$ cat src/rtl/mem_port_arbiter_pkg.sv
// Shared types and helpers for the byte-wide RAM port arbiter.
// State/owner encodings, request length codes and small byte-lane helpers.
package mem_port_arbiter_pkg;

  typedef enum logic [1:0] {
    ST_IDLE = 2'd0,
    ST_RD   = 2'd1,
    ST_WR   = 2'd2,
    ST_DONE = 2'd3
  } state_t;

  typedef enum logic {
    OWN_IF  = 1'b0,
    OWN_MEM = 1'b1
  } owner_t;

  localparam logic [2:0] LEN_B = 3'd1;
  localparam logic [2:0] LEN_H = 3'd2;
  localparam logic [2:0] LEN_W = 3'd4;

  // Illegal length codes fall back to a full word.
  function automatic logic [2:0] req_len(input logic [2:0] len);
    case (len)
      LEN_B:   return LEN_B;
      LEN_H:   return LEN_H;
      default: return LEN_W;
    endcase
  endfunction

  function automatic logic [7:0] byte_of(input logic [31:0] w, input logic [1:0] idx);
    return w[{idx, 3'b000} +: 8];
  endfunction

endpackage

$ cat src/rtl/mem_port_arbiter_byte_buf.sv
// 32-bit reassembly register: one byte lane written per strobe, cleared at grant.
// word_next exposes the post-edge value so completion can latch the final byte.
module mem_byte_buf
  import mem_port_arbiter_pkg::*;
(
  input  logic        clk,
  input  logic        rst,
  input  logic        clr,
  input  logic        wr,
  input  logic [1:0]  lane,
  input  logic [7:0]  din,
  output logic [31:0] word,
  output logic [31:0] word_next
);

  logic [31:0] word_reg;

  genvar gi;
  generate
    for (gi = 0; gi < 4; gi++) begin : g_lane
      assign word_next[gi*8 +: 8] = clr ? 8'h00 :
                                    (wr && lane == 2'(gi)) ? din : word_reg[gi*8 +: 8];
    end
  endgenerate

  always_ff @(posedge clk) begin
    if (rst) begin
      word_reg <= '0;
    end else begin
      word_reg <= word_next;
    end
  end

  assign word = word_reg;

endmodule

$ cat src/rtl/mem_port_arbiter.sv
// Shares one registered byte-wide RAM port between instruction fetch and load/store,
// serialising multi-byte requests and reassembling read bytes into 32-bit words.
module mem_port_arbiter
  import mem_port_arbiter_pkg::*;
#(
  parameter int ADDR_WIDTH = 32
) (
  input  logic                  clk,
  input  logic                  rst,
  input  logic                  if_req,
  input  logic [ADDR_WIDTH-1:0] if_addr,
  input  logic                  if_flush,
  output logic                  if_done,
  output logic [31:0]           if_data,
  output logic                  if_stall,
  input  logic                  mem_req,
  input  logic                  mem_we,
  input  logic [2:0]            mem_len,
  input  logic [ADDR_WIDTH-1:0] mem_addr,
  input  logic [31:0]           mem_wdata,
  output logic                  mem_done,
  output logic [31:0]           mem_rdata,
  output logic                  mem_stall,
  input  logic [7:0]            mem_din,
  output logic [7:0]            mem_dout,
  output logic [ADDR_WIDTH-1:0] mem_a,
  output logic                  mem_wr
);

  state_t                state_reg, state_next;
  owner_t                owner_reg, owner_next;
  logic [ADDR_WIDTH-1:0] addr_reg, addr_next;
  logic [2:0]            len_reg, len_next;
  logic [31:0]           wdata_reg, wdata_next;
  logic [2:0]            cnt_reg, cnt_next;
  logic [ADDR_WIDTH-1:0] mem_a_reg, mem_a_next;
  logic                  mem_wr_reg, mem_wr_next;
  logic [7:0]            mem_dout_reg, mem_dout_next;
  logic                  if_done_reg, if_done_next;
  logic                  mem_done_reg, mem_done_next;
  logic [31:0]           if_data_reg, if_data_next;
  logic [31:0]           mem_rdata_reg, mem_rdata_next;

  logic [2:0]  cnt_p1;
  logic        grant_any;
  logic        if_abort;
  logic        buf_clr;
  logic        buf_wr;
  logic [1:0]  buf_lane;
  logic [31:0] buf_word;
  logic [31:0] buf_word_next;

  assign cnt_p1    = cnt_reg + 3'd1;
  assign grant_any = (state_reg == ST_IDLE) && (mem_req || (if_req && !if_flush));
  assign if_abort  = (state_reg == ST_RD) && (owner_reg == OWN_IF) && if_flush;

  // RAM latency is two edges, so byte i lands when the counter reads i+1.
  assign buf_clr  = grant_any;
  assign buf_wr   = (state_reg == ST_RD) && (cnt_reg != 3'd0) && !if_abort;
  assign buf_lane = cnt_reg[1:0] - 2'd1;

  mem_byte_buf u_byte_buf (
    .clk       (clk),
    .rst       (rst),
    .clr       (buf_clr),
    .wr        (buf_wr),
    .lane      (buf_lane),
    .din       (mem_din),
    .word      (buf_word),
    .word_next (buf_word_next)
  );

  always_comb begin
    state_next     = state_reg;
    owner_next     = owner_reg;
    addr_next      = addr_reg;
    len_next       = len_reg;
    wdata_next     = wdata_reg;
    cnt_next       = cnt_reg;
    mem_a_next     = mem_a_reg;
    mem_wr_next    = mem_wr_reg;
    mem_dout_next  = mem_dout_reg;
    if_done_next   = 1'b0;
    mem_done_next  = 1'b0;
    if_data_next   = if_data_reg;
    mem_rdata_next = mem_rdata_reg;

    case (state_reg)
      ST_IDLE: begin
        if (mem_req) begin
          owner_next = OWN_MEM;
          addr_next  = mem_addr;
          len_next   = req_len(mem_len);
          wdata_next = mem_wdata;
          cnt_next   = 3'd0;
          mem_a_next = mem_addr;
          if (mem_we) begin
            state_next    = ST_WR;
            mem_wr_next   = 1'b1;
            mem_dout_next = mem_wdata[7:0];
          end else begin
            state_next = ST_RD;
          end
        end else if (if_req && !if_flush) begin
          owner_next = OWN_IF;
          addr_next  = if_addr;
          len_next   = LEN_W;
          cnt_next   = 3'd0;
          mem_a_next = if_addr;
          state_next = ST_RD;
        end
      end

      ST_RD: begin
        if (if_abort) begin
          state_next = ST_IDLE;
          mem_a_next = '0;
          cnt_next   = 3'd0;
        end else begin
          cnt_next = cnt_p1;
          if (cnt_p1 < len_reg) begin
            mem_a_next = addr_reg + ADDR_WIDTH'(cnt_p1);
          end
          if (cnt_reg == len_reg) begin
            state_next = ST_DONE;
            if (owner_reg == OWN_MEM) begin
              mem_done_next  = 1'b1;
              mem_rdata_next = buf_word_next;
            end else begin
              if_done_next = 1'b1;
              if_data_next = buf_word_next;
            end
          end
        end
      end

      ST_WR: begin
        if (cnt_p1 < len_reg) begin
          cnt_next      = cnt_p1;
          mem_a_next    = addr_reg + ADDR_WIDTH'(cnt_p1);
          mem_dout_next = byte_of(wdata_reg, cnt_p1[1:0]);
        end else begin
          mem_wr_next   = 1'b0;
          mem_done_next = 1'b1;
          state_next    = ST_DONE;
        end
      end

      default: begin
        // One quiet cycle so requesters can drop req after seeing done.
        mem_a_next  = '0;
        mem_wr_next = 1'b0;
        state_next  = ST_IDLE;
      end
    endcase
  end

  always_ff @(posedge clk) begin
    if (rst) begin
      state_reg     <= ST_IDLE;
      owner_reg     <= OWN_IF;
      addr_reg      <= '0;
      len_reg       <= '0;
      wdata_reg     <= '0;
      cnt_reg       <= '0;
      mem_a_reg     <= '0;
      mem_wr_reg    <= 1'b0;
      mem_dout_reg  <= '0;
      if_done_reg   <= 1'b0;
      mem_done_reg  <= 1'b0;
      if_data_reg   <= '0;
      mem_rdata_reg <= '0;
    end else begin
      state_reg     <= state_next;
      owner_reg     <= owner_next;
      addr_reg      <= addr_next;
      len_reg       <= len_next;
      wdata_reg     <= wdata_next;
      cnt_reg       <= cnt_next;
      mem_a_reg     <= mem_a_next;
      mem_wr_reg    <= mem_wr_next;
      mem_dout_reg  <= mem_dout_next;
      if_done_reg   <= if_done_next;
      mem_done_reg  <= mem_done_next;
      if_data_reg   <= if_data_next;
      mem_rdata_reg <= mem_rdata_next;
    end
  end

  assign if_done   = if_done_reg;
  assign if_data   = if_data_reg;
  assign if_stall  = if_req & ~if_done_reg;
  assign mem_done  = mem_done_reg;
  assign mem_rdata = mem_rdata_reg;
  assign mem_stall = mem_req & ~mem_done_reg;
  assign mem_a     = mem_a_reg;
  assign mem_wr    = mem_wr_reg;
  assign mem_dout  = mem_dout_reg;

  logic unused_ok;
  assign unused_ok = ^buf_word;

endmodule
$ cat config.mk
export PLATFORM = sky130hd
export DESIGN_NAME = mem_port_arbiter
export DESIGN_NICKNAME = d
export VERILOG_FILES = /design/src/rtl/mem_port_arbiter_pkg.sv /design/src/rtl/mem_port_arbiter_byte_buf.sv /design/src/rtl/mem_port_arbiter.sv
export SDC_FILE = /design/constraint.sdc
export NUM_CORES = 1
export LEC_CHECK = 0
export ABC_CLOCK_PERIOD_IN_PS = 6350
export CORE_MARGIN = 2
export CORE_UTILIZATION = 40
export DETAILED_ROUTE_END_ITERATION = 12
export MAX_ROUTING_LAYER = met4
export PLACE_DENSITY_LB_ADDON = 0.3
export SLEW_MARGIN = 10
export SYNTH_ARGS = -nofsm -noshare
export SYNTH_HDL_FRONTEND = slang
export SYNTH_SLANG_ARGS = --single-unit
$ cat constraint.sdc
create_clock -name clk -period 6.35 [get_ports clk]
set_clock_uncertainty 0.2 [all_clocks]
set_input_delay 0.9525 -clock clk [delete_from_list [all_inputs] [get_ports clk]]
set_output_delay 0.9525 -clock clk [all_outputs]
set_load 0.005 [all_outputs]
==> out/metrics.cfg, run 1 <==
[global_route]
grt_start_max_net_pins=93
antenna_found_initial=0
grt.busiest_layer=met2
grtUsageMet2_pct=35.1
overflow=0
globalRouteTotalUtil_pct=21.7
grtUsageMet1_pct=27.8
grt_pass1_wl_um=41500
grtUsageMet3_pct=3.81
grt_pass1_vias=7856

[pwr]
ir_drop_mv=0.194
cellPowerDensity_nw_per_um2=357
leakage_uw=0.00482
p_total_uw=4430

[synth]
synth_seq_cells=212
synth_nets=1147
synth_cells=1018
syn_avg_cell_area_sq_um=9.10
ys_async_sr_fraction_pct=0
synth_edf_count=0
synth_top_area_share_pct=45.8
synth_flop_cell=dfxtp_1
ys_seq_area_share_pct=45.8
synthTopCellsByArea=dfxtp_1 46%, mux2i_1 8.1%, nor2_1 5.3%
ys.warnings.count=0
synth_top_area_cell=dfxtp_1
syn_area_sq_um=9260
synth.distinct_cells=58

[die]
initial_core_util_pct=40.8
io_pins=222
num_rows=55
die_x_um=156
core_sq_um=22700
die_area_sq_um=24400
die_y_um=156

[timing]
max_freq_ghz=0.238
setup_viol=0
fin_ws_ns=2.14
period_share_pct=66.3
fin_crit_ns=4.21
relSlewSlack_pct=24.3
hold_violations=0
rsz0062_at_grt=false
tns_ns=0
slew_viol_final=0
worstMarginPinSlew_ns=1.13

[critical_path]
reg2reg_slack_ns=2.14
start_kind=flop
required_ns=6.56
critPathKind=reg -> reg
crit_top_cell=ha_1
end_kind=flop
critPathArrivalTime_ns=4.42
cp_max_fo=16
crit_chain=inv_1 > ha_1 > ha_1 > nand2b_1 > a21o_1 > nand2_1 > a21boi_1 > nor2_1 > a211oi_1
cp_slowest_cell=a21boi_1
max_stage_delay_ns=0.83

[cts]
clk_latency_ns=0.51
cts_setup_buffers=0
cts.sinks=212
cts_tree=yes
clockBufferDepth=3
htreeDepth=1
cts_hold_buf=0
cts_root_buffer=clkbuf_16
cts.repair.resized=0
path_clk_slew_ns=0.06
numCtsBuffers=23

[drt]
drtIter0Drc=371
postRouteAntennaNets=0
dr_total_vias=8165
vias_per_cell=5.42
wl_per_cell_um=17.4
wl_um=26200
drtPass1Iterations=4
drc=0

[cells_and_area]
fin_util_pct=54.6
insertedDiodeCount=0
filler_cell_count=2112
final_cell_mix=219 x clkdlybuf4s50_1, 212 x dfxtp_1, 130 x nor2_1
area_growth_pct=33.9
drive_above_1_share_pct=6.87
nets=1335
final_common_cell=clkdlybuf4s50_1

[outcome]
status=complete, no violations

[place]
hpwl_um=18400
dp_slack_ns=2.13
gp_congestion=0.869
place.port_buffers=221

[hold_path]
hold_path.class=reg -> reg

[flow_run]
cap_violations=0

## power breakdown
part / total (uW) / internal, uW / switching [uW]
clock network: 1340 / 810 / 534
registers: 1710 / 1540 / 179
logic: 1370 / 573 / 797
## routing by layer
| layer | wire length [um] | share of wire, % | vias up |
|---|---|---|---|
| li1 | - | - | 4012 |
| met1 | 11700 | 45 | 3872 |
| met2 | 12100 | 46 | 238 |
| met3 | 1740 | 6.6 | 43 |
| met4 | 672 | 2.6 | 0 |
| met5 | 0 | 0 | - |
## cells in the mapped netlist (9+ instances only)
| master | number |
|---|---|
| a22o_1 | 48 |
| nand2_1 | 102 |
| xor2_1 | 14 |
| a21oi_1 | 82 |
| inv_1 | 17 |
| clkbuf_1 | 42 |
| o221ai_1 | 11 |
| nor2_1 | 131 |
| a211oi_1 | 42 |
| xnor2_1 | 17 |
| o21ai_0 | 19 |
| dfxtp_1 | 212 |
| nand4_1 | 9 |
| mux2i_1 | 75 |
| ha_1 | 15 |
| nand3_1 | 10 |
| buf_2 | 16 |
| nor3_1 | 58 |
## layout make-up
class | instances | area (sq um) | area share (%)
multi-input combinational | 720 | 4690 | 37.8
clock buffer | 35 | 711 | 5.73
clock inverter | 6 | 61.3 | 0.494
timing repair buffer | 231 | 2280 | 18.4
tap | 285 | 357 | 2.87
inverter | 18 | 67.6 | 0.545
sequential | 212 | 4240 | 34.2
## critical path, delay by kind of cell, from the launching register on
| kind | cells | cell delay [ns] |
|---|---|---|
| AO/OA/AOI/OAI | 3 | 1.51 |
| buffers and inverters | 1 | 0.19 |
| adder cells (fa/ha/maj) | 2 | 1.12 |
| flip-flops | 1 | 0.71 |
| AND/OR/NAND/NOR | 3 | 0.38 |
## cells by family (layout without fill, tap and decap cells)
| kind of cell | Yosys count | in the layout | synth area share [%] |
|---|---|---|---|
| flops | 212 | 212 | 45.8 |
| buf+inv | 86 | 290 | 3.82 |
| fa+ha+maj | 16 | 16 | 2.24 |
| simple gates | 354 | 354 | 17.5 |
| compound gates | 233 | 233 | 17.3 |
| xor+xnor | 31 | 31 | 2.93 |
| mux | 86 | 86 | 10.4 |
## per-stage QoR
step,std cells,instance area (sq um),hold WS (ns)
detailed placement,1466,11600,0.247
global placement,1466,11600,0.239
global route,1507,12400,0.273
floorplan,1018,9260,0.233
CTS,1507,12400,0.255
finish,1507,12400,0.252
## path summary, 6_finish.rpt
path / startpoint / cells past startpoint / end
worst max-delay path: cnt_reg[0]$_SDFFE_PP0P_ / 9 / mem_dout[3]$_SDFFE_PP0P_
worst min-delay path: wdata_reg[31]$_SDFFE_PP0P_ / 2 / wdata_reg[31]$_SDFFE_PP0P_
worst max register to register: cnt_reg[0]$_SDFFE_PP0P_ / 9 / mem_dout[3]$_SDFFE_PP0P_
worst min register to register: wdata_reg[31]$_SDFFE_PP0P_ / 2 / wdata_reg[31]$_SDFFE_PP0P_
Power figures use the tool's default switching activity.
==> run 2, diff against run 1 <==
--- a/config.mk
+++ b/config.mk
@@ -5,7 +5,7 @@
 export SDC_FILE = /design/constraint.sdc
 export NUM_CORES = 1
 export LEC_CHECK = 0
-export ABC_CLOCK_PERIOD_IN_PS = 6350
+export ABC_CLOCK_PERIOD_IN_PS = 3650
 export CORE_MARGIN = 2
 export CORE_UTILIZATION = 40
 export DETAILED_ROUTE_END_ITERATION = 12
==> constraint.sdc (replaced) <==
create_clock -name clk -period 3.65 [get_ports clk]
set_clock_uncertainty 0.2 [all_clocks]
set_input_delay 0.5475 -clock clk [delete_from_list [all_inputs] [get_ports clk]]
set_output_delay 0.5475 -clock clk [all_outputs]
set_load 0.005 [all_outputs]
==> run 2 against run 1 <==
Compared with the run above: clock power rose by 88%; sequential share of layout area fell by 0.44 points; final cell count rose by 0.86%; critical path type unchanged; largest power group unchanged.
==> out/metrics.cfg, run 2 (synthesized netlist as in run 1, its figures left out) <==
[outcome]
status=complete, no violations

[cells_and_area]
insertedDiodeCount=0  ; unchanged
final_common_cell=clkdlybuf4s50_1
final_cell_mix=219 x clkdlybuf4s50_1, 212 x dfxtp_1, 130 x nor2_1
nets=1346  ; +0.82%
area_growth_pct=35.7
final_area_sq_um=12600  ; +1.3%
filler_cell_count=2082  ; -1.4%
drive_above_1_share_pct=8.02  ; +1.1 points

[drt]
vias_per_cell=5.41  ; -0.18%
drtPass1Iterations=7  ; +3
dr_total_vias=8221  ; +0.69%
postRouteAntennaNets=0  ; unchanged
drtIter0Drc=475  ; +28%
wl_per_cell_um=17.6  ; +1.1%
drc=0  ; unchanged
wl_um=26700  ; +2.0%

[critical_path]
critPathArrivalTime_ns=3.42  ; -1.00 ns
start_kind=flop
critPathKind=reg -> reg
end_kind=flop
cp_max_fo=8  ; -8
worstSetupStartpoint=cnt_reg[1]$_SDFFE_PP0P_
required_ns=3.81  ; -2.75 ns
r2r_start=cnt_reg[1]$_SDFFE_PP0P_

[global_route]
grt_start_max_net_pins=135  ; +45%
grt_pass1_vias=7888  ; +0.41%
antenna_found_initial=0  ; unchanged
overflow=0  ; unchanged
globalRouteTotalUtil_pct=21.9  ; +0.20 points
grt_pass1_wl_um=42000  ; +1.3%

[pwr]
p_sw_share_pct=33.7  ; -0.37 points
ir_drop_mv=0.366  ; +89%
p_int_uw=5270  ; +80%
p_switching_uw=2680  ; +78%
leakage_uw=0.00491  ; +1.9%
cellPowerDensity_nw_per_um2=632  ; +77%
sequentialPowerShare_pct=37.4  ; -1.3 points
combPwrFrac_pct=30.9  ; about the same
clockPowerShare_pct=31.7  ; +1.4 points

[timing]
fin_crit_ns=3.26  ; -0.951 ns
hold_violations=0  ; unchanged
tns_ns=0  ; unchanged
setup_viol=0  ; unchanged
slew_viol_final=0  ; unchanged
period_share_pct=89.2  ; +23 points
max_freq_ghz=0.307  ; +29%
rsz0062_at_grt=false
worstMarginPinSlew_ns=0.844  ; -0.289 ns
relSlewSlack_pct=43.0  ; +19 points

[die]
initial_core_util_pct=40.8  ; unchanged
die_area_sq_um=24400  ; unchanged
num_rows=55  ; unchanged
io_pins=222  ; unchanged
core_sq_um=22700  ; unchanged
die_x_um=156  ; unchanged
die_y_um=156  ; unchanged

[place]
place.port_buffers=221  ; unchanged
placed_area_sq_um=11700  ; +0.75%
hpwl_um=18800  ; +2.4%
gp_congestion=0.874  ; +0.48%

[cts]
cts.sinks=212  ; unchanged
cts_setup_buffers=0  ; unchanged
cts_hold_buf=0  ; unchanged
numCtsBuffers=24  ; +4.3%
clk_latency_ns=0.51  ; about the same
clockBufferDepth=3  ; unchanged
path_clk_slew_ns=0.06  ; about the same
cts_tree=yes
htreeDepth=1  ; unchanged
cts_root_buffer=clkbuf_16
cts.repair.resized=0  ; unchanged

[hold_path]
hp-start=rst
hold_path.class=in -> reg

[flow_run]
cap_violations=0  ; unchanged

-- run 2: worst paths after layout --
kind                                endpoint  slack (ns)  depth (start not counted)
setup / recovery      mem_a[24]$_SDFFE_PP0P_        0.39                         10
hold / removal     addr_reg[15]$_SDFFE_PP0P_        0.21                          2
setup reg to reg      mem_a[24]$_SDFFE_PP0P_        0.39                         10
hold reg to reg   wdata_reg[14]$_SDFFE_PP0P_        0.25                          2
-- run 2: through the flow --
stage	std cells	hold slack (ns)	utilization (%)	total power (uW)	setup WS, ns
final	1520	0.205	55.3	7950	0.393
after global routing	1520	0.210	55.3	8380	0.196
after CTS	1520	0.184	55.3	8000	0.404
after detailed placement	1476	0.247	51.6	5470	0.406
after global placement	1476	0.239	51.6	5420	0.476
after floorplan	1018	0.233	-	4490	0.114
-- run 2: critical path: stages (launching register included) --
cell and delay, ns:
dfxtp_1 0.42, inv_1 0.11, ha_1 0.30, inv_1 0.06, fa_1 0.41, nand2b_1 0.26
a2111oi_4 0.75, nand3_2 0.19, nor2_1 0.15, xnor2_1 0.13, o221ai_1 0.12
-- run 2: power by group through the flow --
stage	Clock, uW	Sequential, uW	Combinational (uW)
6_report	2520	2980	2450
5_1_grt	2660	3020	2700
4_1_cts	2570	2970	2460
3_5_place_dp	0	3020	2450
3_3_place_gp	0	3010	2410
2_1_floorplan	0	2950	1540
-- run 2: routing by layer --
layer  share of wire, %  vias to the layer above  track usage (%)
li1                   -                     4040                -
met1                 44                     3850             27.6
met2                 47                      275             36.0
met3                6.7                       56             3.67
met4                2.7                        0             6.90
met5                  0                        -                -
-- run 2: area by class of cell --
cell class / instances / area, sq um / area share [%]
Clock buffer: 31 / 698 / 5.56
Multi-Input combinational cell: 720 / 4690 / 37.3
Timing Repair Buffer: 241 / 2370 / 18.8
Clock inverter: 13 / 149 / 1.18
Inverter: 18 / 67.6 / 0.538
Tap cell: 285 / 357 / 2.84
Sequential cell: 212 / 4240 / 33.8
